File: src/rtl/screen_scanner.sv
// screen_scanner: streams a 1bpp screen (ROWS x COLS 16-bit words) from screen memory as a
// ready/valid pixel stream. Define SCREEN_SCANNER_HBLANK_EN for a 16-cycle blank after each row.
module screen_scanner #(
  parameter int ROWS = 256,
  parameter int COLS = 32
) (
  input  logic        clock,
  input  logic        reset,
  input  logic        enable,
  output logic [12:0] mem_address,
  input  logic [15:0] mem_data,
  output logic        pixel,
  output logic        pixel_valid,
  input  logic        pixel_ready,
  output logic        sof,
  output logic        eol,
  output logic        frame_done
);
  localparam logic [7:0] LAST_ROW = 8'(ROWS - 1);
  localparam logic [4:0] LAST_COL = 5'(COLS - 1);

`ifdef SCREEN_SCANNER_HBLANK_EN
  typedef enum logic [2:0] {IDLE, FETCH, SHIFT, DONE, HBLANK} state_t;
`else
  typedef enum logic [1:0] {IDLE, FETCH, SHIFT, DONE} state_t;
`endif

  state_t      state, state_nxt;
  logic [7:0]  row;
  logic [4:0]  col;
  logic [3:0]  bcnt;
  logic [15:0] shreg;
  logic        xfer, last_bit, last_col, last_row;
`ifdef SCREEN_SCANNER_HBLANK_EN
  logic [3:0]  hcnt;
`endif

  assign xfer     = (state == SHIFT) && pixel_ready;
  assign last_bit = (bcnt == 4'd15);
  assign last_col = (col == LAST_COL);
  assign last_row = (row == LAST_ROW);

  always_ff @(posedge clock or posedge reset) begin
    if (reset) state <= IDLE;
    else       state <= state_nxt;
  end

  always_comb begin
    state_nxt = state;
    case (state)
      IDLE:  if (enable) state_nxt = FETCH;
      FETCH: state_nxt = SHIFT;
      SHIFT: if (xfer && last_bit) begin
        if (!last_col)      state_nxt = FETCH;
`ifdef SCREEN_SCANNER_HBLANK_EN
        else                state_nxt = HBLANK;
`else
        else if (!last_row) state_nxt = FETCH;
        else                state_nxt = DONE;
`endif
      end
`ifdef SCREEN_SCANNER_HBLANK_EN
      HBLANK: if (hcnt == 4'd15) state_nxt = last_row ? DONE : FETCH;
`endif
      DONE:  state_nxt = enable ? FETCH : IDLE;
      default: state_nxt = IDLE;
    endcase
  end

  // Row/col only ever return to zero via the end-of-frame path, never by overflow.
  always_ff @(posedge clock or posedge reset) begin
    if (reset) begin
      row   <= '0;
      col   <= '0;
      bcnt  <= '0;
      shreg <= '0;
`ifdef SCREEN_SCANNER_HBLANK_EN
      hcnt  <= '0;
`endif
    end else begin
      case (state)
        FETCH: begin
          shreg <= mem_data;
          bcnt  <= '0;
        end
        SHIFT: if (xfer) begin
          shreg <= {1'b0, shreg[15:1]};
          bcnt  <= bcnt + 4'd1;
          if (last_bit) begin
            if (!last_col) col <= col + 5'd1;
`ifndef SCREEN_SCANNER_HBLANK_EN
            else begin
              col <= '0;
              row <= last_row ? 8'd0 : row + 8'd1;
            end
`endif
          end
        end
`ifdef SCREEN_SCANNER_HBLANK_EN
        // Address stays on the row's last word for the whole blank.
        HBLANK: begin
          hcnt <= hcnt + 4'd1;
          if (hcnt == 4'd15) begin
            col <= '0;
            row <= last_row ? 8'd0 : row + 8'd1;
          end
        end
`endif
        DONE: begin
          row <= '0;
          col <= '0;
        end
        default: ;
      endcase
    end
  end

  always_comb begin
    pixel_valid = (state == SHIFT);
    pixel       = pixel_valid & shreg[0];
    sof         = pixel_valid && (row == 8'd0) && (col == 5'd0) && (bcnt == 4'd0);
    eol         = pixel_valid && last_col && last_bit;
    frame_done  = (state == DONE);
    mem_address = '0;
`ifdef SCREEN_SCANNER_HBLANK_EN
    if (state == FETCH || state == SHIFT || state == HBLANK) mem_address = {row, col};
`else
    if (state == FETCH || state == SHIFT) mem_address = {row, col};
`endif
  end
endmodule

File: config.mk
export PLATFORM = sky130hd
export DESIGN_NAME = screen_scanner
export DESIGN_NICKNAME = d
export VERILOG_FILES = /design/src/rtl/screen_scanner.sv
export SDC_FILE = /design/constraint.sdc
export NUM_CORES = 1
export LEC_CHECK = 0
export CORE_MARGIN = 3
export CORE_UTILIZATION = 40
export DETAILED_ROUTE_END_ITERATION = 12
export PLACE_DENSITY = 0.73
export RECOVER_POWER = 50
export SLEW_MARGIN = 20
export SYNTH_ARGS = -nofsm -noshare
export SYNTH_HDL_FRONTEND = slang
export SYNTH_SLANG_ARGS = --single-unit
File: constraint.sdc
create_clock -name clock -period 2.8 [get_ports clock]
set_input_delay 0.7 -clock clock [delete_from_list [all_inputs] [get_ports clock]]
set_output_delay 0.7 -clock clock [all_outputs]
set_load 0.005 [all_outputs]
==> results.md <==
- Outcome: complete, no violations
- Die H: 77.3 µm
- Area delta synth->final: 28.5%
- Hold depth: 2
- PD cells: 920 nW/µm²
- Most used routing layer: met2
- Antenna cell count: 0
- GRT met1 Usage: 19.8%
- Initial DRC Count: 124
- # rows: 25
- Fin crit period: 2.69 ns
- Final Slew Violations: 0
- HPWL after DPL: 3070 µm
- Max VDD drop: 455 µV
- RR Startpoint: state[0]
- Final GP Congestion: 0.848
- Met2 Use GR: 22.6%
- Starting Density: 42.2%
- Post-synth EDFFs: 0
- Drt drc: 0
- CTS max path bufs: 2
- Critical path type: reg2out
- Reg clk slew, reported paths: 0.07 ns
- CP Capture Type: output port
- Initial antenna violation count: 0
- Number of global-route vias before repair: 1,602
- GRT met3 Usage: 3.52%
- CP Launch Type: flip-flop
- Sequential fraction of the synthesis area: 43.1%
- Max-cap viol count: 0
- Synth unique cells: 42
- Total number of vias: 1,707
- GRT Resource Usage Total: 15.0%
- Fmax: 372 MHz
- Routed WL per cell: 12.8 µm
- Largest net degree at the start of global routing: 36
- Clock net sink count: 35
- Pleak: 0.00109 µW
- Clk_skew: 0.00560 ns
- Routed WL: 4290 µm
- Worst Reg-to-Reg Cells: 8
- Remaining global-route overflow: 0
- # port buffers: 37
- Worst EP required: 2.10 ns
- Worst Hold Launch: shreg[3]
- Period utilisation layout: 96.1%
- Reg2reg setup slack: 0.28 ns
- Cell count after synthesis: 222
- Synth Register Bits: 35
- Register area: 876 µm²
- Asr flop ratio synth: 100%
- Hold EP: shreg[3]
- Share of cells above drive strength 1: 8.24%
- First-pass GRT wire length: 7200 µm
- Relative slew slack: 40.0%
- R2r endpoint: shreg[5]
- Root buffer cell: clkbuf_8
- Final Hold Viols: 0
- H-tree depth: 2
- Die ar.: 5970 µm²
- Final worst slack: 0.110 ns
- Post-route ant nets: 0
- Actual slew at the worst max-slew pin: 0.900 ns
- Multi-input gate area: 1080 µm²
- Final TNS setup: 0 ns
- Ports: 38
- Hold Path Class: reg2reg
- Ys Warns: 0
- # fillers: 456
- Die X: 77.3 µm
- Ys flop type: dfrtp_1
- CP arrival: 1.99 ns
- Place WS: 0.234 ns
- CP Max Fanout: 6
- Clock Latency Late Sink: 0.29 ns
- Final Setup Violations: 0
- Core area: 4820 µm²
- First-pass iteration count of the detailed router: 4
- Synth Cell Area: 2030 µm²
- Synthesized area per cell: 9.15 µm²
- Vias per Instance: 5.11
- Syn_nets: 253
- CTS tree: built
- Final nets: 297
- Num CTS Buffers: 5
-- synth_stat cells (2+ instances only) --
cell / n / share of area, %
a21oi_1: 9 / 2.2
a2bb2oi_1: 2 / 0.86
a31oi_1: 2 / 0.62
and2_1: 14 / 4.3
clkbuf_1: 7 / 1.3
dfrtp_1: 35 / 43
ha_1: 11 / 6.8
inv_1: 13 / 2.4
mux2i_1: 16 / 7.9
nand2_1: 29 / 5.4
nand3_1: 10 / 2.5
nand4_1: 2 / 0.62
nor2_1: 7 / 1.3
nor2b_1: 2 / 0.62
nor3_1: 3 / 0.74
nor4_1: 5 / 1.5
o21ai_0: 27 / 6.7
o21bai_1: 2 / 0.74
or3_1: 3 / 0.92
-- area by class of cell --
cell class / instances / area share [%]
multi-input cells: 164 / 41.3
flip-flops and latches: 35 / 33.6
repair buffers: 47 / 16.9
well taps: 67 / 3.21
clock buffers: 7 / 2.93
inverters: 13 / 1.87
clock inverters: 1 / 0.192
-- logic make-up after synthesis --
| family | count (synthesis) | synth area share (%) |
|---|---|---|
| AO/OA/AOI/OAI | 54 | 16.6 |
| adder cells (fa/ha/maj) | 11 | 6.78 |
| buffers and inverters | 23 | 4.50 |
| flip-flops | 35 | 43.1 |
| multiplexers | 17 | 8.44 |
| AND/OR/NAND/NOR | 82 | 20.6 |
-- worst max-delay path: stages, from the launching register on --
cell	delay [ns]
dfrtp_1	0.37
ha_2	0.20
and3_1	0.20
ha_4	0.19
nand2_1	0.07
nor2_1	0.14
clkdlybuf4s50_1	0.53
-- where the power goes --
group | switching, µW | total [µW] | internal [µW]
Clock | 185 | 359 | 175
Combinational | 625 | 1210 | 587
Sequential | 143 | 828 | 686
-- metrics by stage --
step	utilization (%)	total power, µW	std cells	hold slack, ns	cell area [µm²]
detailed placement	52.0	2070	324	0.471	2510
finish	54.2	2400	334	0.483	2610
global placement	52.0	2030	324	0.461	2510
global route	54.2	2600	334	0.521	2610
floorplan	-	1610	222	0.442	2030
CTS	53.9	2430	333	0.487	2600
-- layer usage --
metal	part of all wire, %	vias to the layer above
met1	49	780
met2	44	47
met5	0	-
met4	1.6	0
li1	-	874
met3	5.8	6
-- worst max-delay path by stage --
stage	start	end
2_1_floorplan	state[0]	sof
3_3_place_gp	col[0]	eol
3_5_place_dp	col[0]	eol
4_1_cts	col[1]	eol
5_1_grt	state[0]	eol
6_report	col[1]	eol
-- timing repair --
| item | in CTS | in global routing |
|---|---|---|
| setup buffers | 1 | 1 |
| resized for setup | 1 | 4 |
| setup endpoints to repair | 1 | 5 |
| hold buffers | 0 | 0 |
-- registers in the layout, summed over array words and instances, names as in the netlist --
name and count:
shreg 16, row 8, col 5, bcnt 4, state 2
-- layout by cell type (no fill, tap or decap), types with 2 or more instances in the layout --
master,netlist,routed
a21oi_1,9,9
a2bb2oi_1,2,2
a31oi_1,2,2
and2_1,14,14
buf_4,1,6
clkbuf_1,7,3
clkbuf_2,0,2
clkbuf_8,0,5
clkdlybuf4s50_1,0,35
dfrtp_1,35,35
dlygate4sd3_1,0,2
ha_1,11,8
ha_2,0,2
inv_1,13,13
mux2i_1,16,16
nand2_1,29,29
nand3_1,10,10
nand4_1,2,2
nor2_1,7,7
nor2b_1,2,2
nor3_1,3,3
nor4_1,5,5
o21ai_0,27,27
o21bai_1,2,2
or3_1,3,3
Power figures use the tool's default switching activity.
